### config.mk
export PLATFORM = sky130hd
export DESIGN_NAME = bcd_scan_converter
export DESIGN_NICKNAME = d
export VERILOG_FILES = /design/src/rtl/bcd_scan_converter.sv
export SDC_FILE = /design/constraint.sdc
export NUM_CORES = 1
export LEC_CHECK = 0
export ABC_AREA = 0
export CORE_AREA = 4 4 70 72
export DETAILED_ROUTE_END_ITERATION = 7
export DIE_AREA = 0 0 74 76
export MAX_ROUTING_LAYER = met4
export PLACE_DENSITY = 0.77
export SLEW_MARGIN = 20
export SYNTH_ARGS = -nofsm -noshare
export SYNTH_HDL_FRONTEND = slang
export SYNTH_SLANG_ARGS = --single-unit
### constraint.sdc
create_clock -name clock -period 2.1 [get_ports clock]
set_input_delay 0.42 -clock clock [delete_from_list [all_inputs] [get_ports clock]]
set_output_delay 0.42 -clock clock [all_outputs]
set_load 0.1 [all_outputs]
### src/rtl/bcd_scan_converter.sv
// Sequential binary-to-BCD converter (shift-and-add-3, one bit per clock) feeding
// a free-running digit scanner with optional leading-zero blanking.
module bcd_scan_converter #(
    parameter int WIDTH            = 8,
    parameter int DIGITS           = 3,
    parameter int CYCLES_PER_DIGIT = 10,
    parameter int BLANK_LEADING    = 1
) (
    input  logic                                          clock,
    input  logic                                          reset_n,
    input  logic [WIDTH-1:0]                              in_data,
    input  logic                                          in_valid,
    output logic                                          in_ready,
    output logic [4*DIGITS-1:0]                           bcd_out,
    output logic                                          bcd_valid,
    output logic [3:0]                                    digit,
    output logic [((DIGITS > 1) ? $clog2(DIGITS) : 1)-1:0] digit_place,
    output logic                                          digit_blank
);

    localparam int PW = (DIGITS > 1) ? $clog2(DIGITS) : 1;
    localparam int CW = (CYCLES_PER_DIGIT > 1) ? $clog2(CYCLES_PER_DIGIT) : 1;
    localparam int BW = $clog2(WIDTH + 1);
    // ceil(WIDTH * log10(2)) in integer arithmetic
    localparam int MIN_DIGITS = (WIDTH * 30103 + 99999) / 100000;

    localparam logic [PW-1:0] LAST_PLACE = PW'(DIGITS - 1);
    localparam logic [CW-1:0] LAST_COUNT = CW'(CYCLES_PER_DIGIT - 1);
    localparam logic [BW-1:0] LAST_BIT   = BW'(WIDTH - 1);

    generate
        if (WIDTH < 1 || CYCLES_PER_DIGIT < 1 || DIGITS < MIN_DIGITS) begin : g_bad_params
            $error("bcd_scan_converter: illegal parameters (DIGITS too small for WIDTH?)");
        end
    endgenerate

    typedef enum logic [1:0] {IDLE, SHIFT, COMMIT} state_t;

    state_t               state, state_n;
    logic [WIDTH-1:0]     shift_reg;
    logic [4*DIGITS-1:0]  bcd_work, bcd_adj, bcd_next;
    logic [BW-1:0]        bit_cnt;
    logic [CW-1:0]        scan_cnt, scan_cnt_n;
    logic [PW-1:0]        place_n;
    logic [3:0]           digit_n;
    logic                 blank_n;

    assign in_ready = reset_n && (state == IDLE);

    always_ff @(posedge clock) begin
        if (!reset_n) state <= IDLE;
        else          state <= state_n;
    end

    always_comb begin
        state_n = state;
        case (state)
            IDLE:    if (in_valid) state_n = SHIFT;
            SHIFT:   if (bit_cnt == LAST_BIT) state_n = COMMIT;
            COMMIT:  state_n = IDLE;
            default: state_n = IDLE;
        endcase
    end

    always_comb begin
        bcd_adj = bcd_work;
        for (int i = 0; i < DIGITS; i++) begin
            if (bcd_work[4*i +: 4] >= 4'd5) bcd_adj[4*i +: 4] = bcd_work[4*i +: 4] + 4'd3;
        end
    end

    // The display register only changes on a commit, so the scanner can see it one cycle early.
    assign bcd_next = (state == COMMIT) ? bcd_work : bcd_out;

    always_ff @(posedge clock) begin
        if (!reset_n) begin
            shift_reg <= '0;
            bcd_work  <= '0;
            bit_cnt   <= '0;
            bcd_out   <= '0;
            bcd_valid <= 1'b0;
        end else begin
            bcd_valid <= (state == COMMIT);
            bcd_out   <= bcd_next;
            case (state)
                IDLE: begin
                    if (in_valid) begin
                        shift_reg <= in_data;
                        bcd_work  <= '0;
                        bit_cnt   <= '0;
                    end
                end
                SHIFT: begin
                    bcd_work  <= {bcd_adj[4*DIGITS-2:0], shift_reg[WIDTH-1]};
                    shift_reg <= shift_reg << 1;
                    bit_cnt   <= bit_cnt + 1'b1;
                end
                default: ;
            endcase
        end
    end

    always_comb begin
        if (scan_cnt == LAST_COUNT) begin
            scan_cnt_n = '0;
            place_n    = (digit_place == '0) ? LAST_PLACE : digit_place - 1'b1;
        end else begin
            scan_cnt_n = scan_cnt + 1'b1;
            place_n    = digit_place;
        end
    end

    // A digit is a leading zero when it and every more significant digit are zero.
    always_comb begin
        digit_n = 4'd0;
        blank_n = (BLANK_LEADING != 0) && (place_n != '0);
        for (int i = 0; i < DIGITS; i++) begin
            if (PW'(i) == place_n) digit_n = bcd_next[4*i +: 4];
            if (PW'(i) >= place_n && bcd_next[4*i +: 4] != 4'd0) blank_n = 1'b0;
        end
    end

    always_ff @(posedge clock) begin
        if (!reset_n) begin
            scan_cnt    <= '0;
            digit_place <= LAST_PLACE;
            digit       <= 4'd0;
            digit_blank <= (BLANK_LEADING != 0) && (DIGITS > 1);
        end else begin
            scan_cnt    <= scan_cnt_n;
            digit_place <= place_n;
            digit       <= digit_n;
            digit_blank <= blank_n;
        end
    end

endmodule

==> metrics list <==
* Port buffer count: 31
- Final Hold Fails: 0
- For this run, design rule violations remaining after detail routing come to 0.
- Detailed placement ended at an HPWL of ~3.5 mm.
* End-of-flow core utilization: 0.6224
* Most area-consuming cells after synthesis: sky130_fd_sc_hd__dfxtp_1, sky130_fd_sc_hd__nand2_1, sky130_fd_sc_hd__ha_1
* Die width: between 70 and 80 µm
- Of the post-synthesis cell area, the dominant cell type holds 0.4474.
- The signal on the critical path passes through clkdlybuf4s50_1 > inv_2 > nor3_4 > buf_12.
* Seq cells post-synth: 50
* Antenna Diode Count: 0
- The path class of the tightest hold or removal check is register to register.
- The final route contains approximately 1900 vias.
- Total congestion overflow: 0
* Post-synthesis instance total: ~250
- Net count, final: ~300
- Longest individual stage delay on the worst path: roughly 0.50 ns
- Element type at the critical path end: output port
- The die is between 70 and 80 µm tall.
- Final period util: 0.8679
- CTS tree: done
- Count of TritonRoute iterations in the first routing pass: 4
* Relative max-transition margin: 0.5504
- 32 I/O pins were placed.
- Yosys mapped a number of flops with a built-in enable equal to 0.
- For this run, asynchronously set or reset flops after synthesis account for 0.
- Worst vdd ir: 0.4103 mV
* Critical Path Slowest Stage Cell: sky130_fd_sc_hd__clkdlybuf4s50_1
- The cell sitting at the root of the clock tree is a sky130_fd_sc_hd__clkbuf_8.
- Clock latency reported for the late side of the worst-skew pair: 0.31 ns
- Wire length of the first global-routing pass: roughly 8.1 mm
* Core area: between 0.004 and 0.005 mm²
- Number of global-route vias before repair: 1772
- CTS built an H-tree with a depth of 2.
- The worst setup path is of the primary input to output port kind.
* Post-synthesis cell area: around 0.0022 mm²
- Worst R2R Path Depth: 7
- Summed over all instances, the cell type with the most area after synthesis is sky130_fd_sc_hd__dfxtp_1.
* Initial standard-cell utilization of the core: 0.5210
- The run finished with clean final reports.
- Total nets after synthesis: 272
- The congestion estimate from routability-driven global placement came to around 0.80.
* Yosys cell types: between 40 and 50
- Number of hold buffers added after cts: 0
* Post-CTS Resized: 0
- Total wire length: approximately 4.7 mm
- Number of maximum-capacitance violations: 0
- Worst flop-to-flop path endpoint: bcd_work[6]$_SDFFE_PN0P_
- Along the worst path, the maximum fanout reaches 7.
- Clock-pin slew was measured on the worst setup and hold paths at around 0.090 ns.
- Synth Area per Inst: 8.913 µm²
- Antenna viol nets, final: 0
- Entering global routing, the biggest net connects 25 pins.
- For the worst setup path, the data required time is approximately 1.7 ns.
- For the pin with the worst max-slew slack, the measured transition is about 0.67 ns.
- TNS Setup: 0 ns
- On the final layout, the worst hold slack is around 0.45 ns.
- Post-layout minimum cycle time: 1.823 ns
- Between clock sinks in the finished design, the worst skew comes to 0.007998 ns.
* Global-route total usage across every layer: 0.1872
- After detailed routing, the average wire length per cell comes to between 10 and 15 µm.
- End point of the critical path: in_ready
- Share of post-route cells with drive strength above 1: 0.1620
- Worst EP arrival: about 1.4 ns
- The analysis attributes to cell leakage a power of roughly 1.1 nW.
* Type of element launching the critical path: primary input
* Fill cells: 388
- Area added between synthesis and finish: 19.46%
* Post-CTS repair timing setup buffer count: 0
* Cell Pwr Density: 693.0 mW/mm²
* Unrepaired setup endpoints after global routing: no
- Number of buffers created by CTS: 5
- The floorplan step defined a die boundary enclosing 0.005624 mm².
- Rows: 24
- Crit. Startpoint: reset_n
* Max clock buf depth: 2
- The share of the Yosys chip area taken by registers is 0.4474.
- The number of slew-limit violations in the final report is 0.
- Antenna violations before repair: 0
- In this run, the number of DRC markers left after iteration 0 of detailed routing was 90.
- Setup slack on the worst reg-to-reg path comes out at 0.34 ns.
- In the routed layout, each cell is associated on average with a via count of roughly 5.5.
- For this run, the number of Yosys warnings is 0.
* Reg2reg start: bcd_work[5]$_SDFFE_PN0P_
- Final setup viols: 0
- Top FF cell, synth: sky130_fd_sc_hd__dfxtp_1
- Timing would allow up to roughly 0.55 GHz.
- Clock Sink Count: 50
## synth_stat cells, drive strengths merged, types with 3 or more instances
cell / n
nor3: 9
clkbuf: 3
a32oi: 3
inv: 10
nand2: 35
xnor2: 4
a21oi: 24
o21ai: 9
nand3: 6
mux2: 4
o32ai: 4
mux2i: 8
ha: 10
nor2: 28
dfxtp: 50
buf: 9
nand3b: 3
a22oi: 6
nand2b: 5
## metrics by stage
stage | worst slack (ns) | total power, mW | area [µm²] | cells
after global routing | 0.2351 | 1.931 | 2673 | 336
after detailed placement | 0.2738 | 1.199 | 2562 | 328
after CTS | 0.2678 | 1.869 | 2673 | 336
after global placement | 0.2831 | 1.197 | 2562 | 328
final | 0.2774 | 1.852 | 2673 | 336
after floorplan | 0.03437 | 1.142 | 2248 | 251
## placed cells by master, fill, tap and decap left out, types with 2 or more instances in the layout
master / count
sky130_fd_sc_hd__dfxtp_1: 50
sky130_fd_sc_hd__nand2_1: 34
sky130_fd_sc_hd__nor2_1: 27
sky130_fd_sc_hd__buf_4: 26
sky130_fd_sc_hd__a21oi_1: 24
sky130_fd_sc_hd__ha_1: 10
sky130_fd_sc_hd__clkdlybuf4s50_1: 10
sky130_fd_sc_hd__inv_1: 9
sky130_fd_sc_hd__mux2i_1: 7
sky130_fd_sc_hd__nor3_1: 7
sky130_fd_sc_hd__nand3_1: 6
sky130_fd_sc_hd__a22oi_1: 6
sky130_fd_sc_hd__o21ai_0: 5
sky130_fd_sc_hd__clkbuf_8: 5
sky130_fd_sc_hd__nand2b_1: 4
sky130_fd_sc_hd__o21ai_1: 4
sky130_fd_sc_hd__mux2_2: 4
sky130_fd_sc_hd__o32ai_1: 4
sky130_fd_sc_hd__xnor2_1: 4
sky130_fd_sc_hd__a32oi_1: 3
sky130_fd_sc_hd__nor3_4: 2
sky130_fd_sc_hd__nand3b_1: 2
sky130_fd_sc_hd__and2b_1: 2
sky130_fd_sc_hd__nor4_1: 2
sky130_fd_sc_hd__xor2_1: 2
sky130_fd_sc_hd__a31oi_1: 2
sky130_fd_sc_hd__a2bb2oi_1: 2
sky130_fd_sc_hd__a22o_1: 2
## critical path: cells and delay by family
kind          cells  cell delay (ns)
simple gates      1             0.17
buf+inv           3             0.80
## cells by family (layout without fill, tap and decap cells)
logic type      Yosys count  after routing  synth area share
compound gates           57             57            0.1611
buf+inv                  22             55           0.04642
xor+xnor                  6              6           0.02349
fa+ha+maj                10             10           0.05593
simple gates             94             94            0.2041
flops                    50             50            0.4474
mux                      12             12           0.06152
## how the worst min path moves through the flow
stage	start	to	slack, ns	depth (start not counted)
detailed placement	shift_reg[1]$_SDFFE_PN0P_	shift_reg[2]$_SDFFE_PN0P_	0.43	2
global placement	shift_reg[2]$_SDFFE_PN0P_	shift_reg[3]$_SDFFE_PN0P_	0.44	2
finish	shift_reg[1]$_SDFFE_PN0P_	shift_reg[2]$_SDFFE_PN0P_	0.45	2
floorplan	shift_reg[1]$_SDFFE_PN0P_	shift_reg[2]$_SDFFE_PN0P_	0.42	2
global route	shift_reg[2]$_SDFFE_PN0P_	shift_reg[3]$_SDFFE_PN0P_	0.47	2
CTS	shift_reg[1]$_SDFFE_PN0P_	shift_reg[2]$_SDFFE_PN0P_	0.45	2
## power breakdown
part | leakage, nW | internal, mW | switching (mW)
registers | 0.405 | 0.972 | 0.0195
logic | 0.641 | 0.0739 | 0.112
clock network | 0.0514 | 0.355 | 0.319
total | 1.10 | 1.40 | 0.450
## layer usage
| metal | share of wire | GRT usage | vias to the layer above |
|---|---|---|---|
| li1 | - | - | 940 |
| met1 | 0.44 | 0.2281 | 859 |
| met2 | 0.48 | 0.2996 | 48 |
| met3 | 0.066 | 0.04749 | 6 |
| met4 | 0.015 | 0.05978 | 0 |
| met5 | 0 | - | - |
## final cells by class
class,count,area [µm²],share of cell area
clock inverter,2,37.54,0.01404
sequential,50,1001,0.3745
multi-input combinational,179,1144,0.4279
tap,52,65.06,0.02434
clock buffer,6,72.57,0.02715
inverter,10,37.54,0.01404
timing repair buffer,37,315.3,0.1180
(Power assumes the default switching activity.)
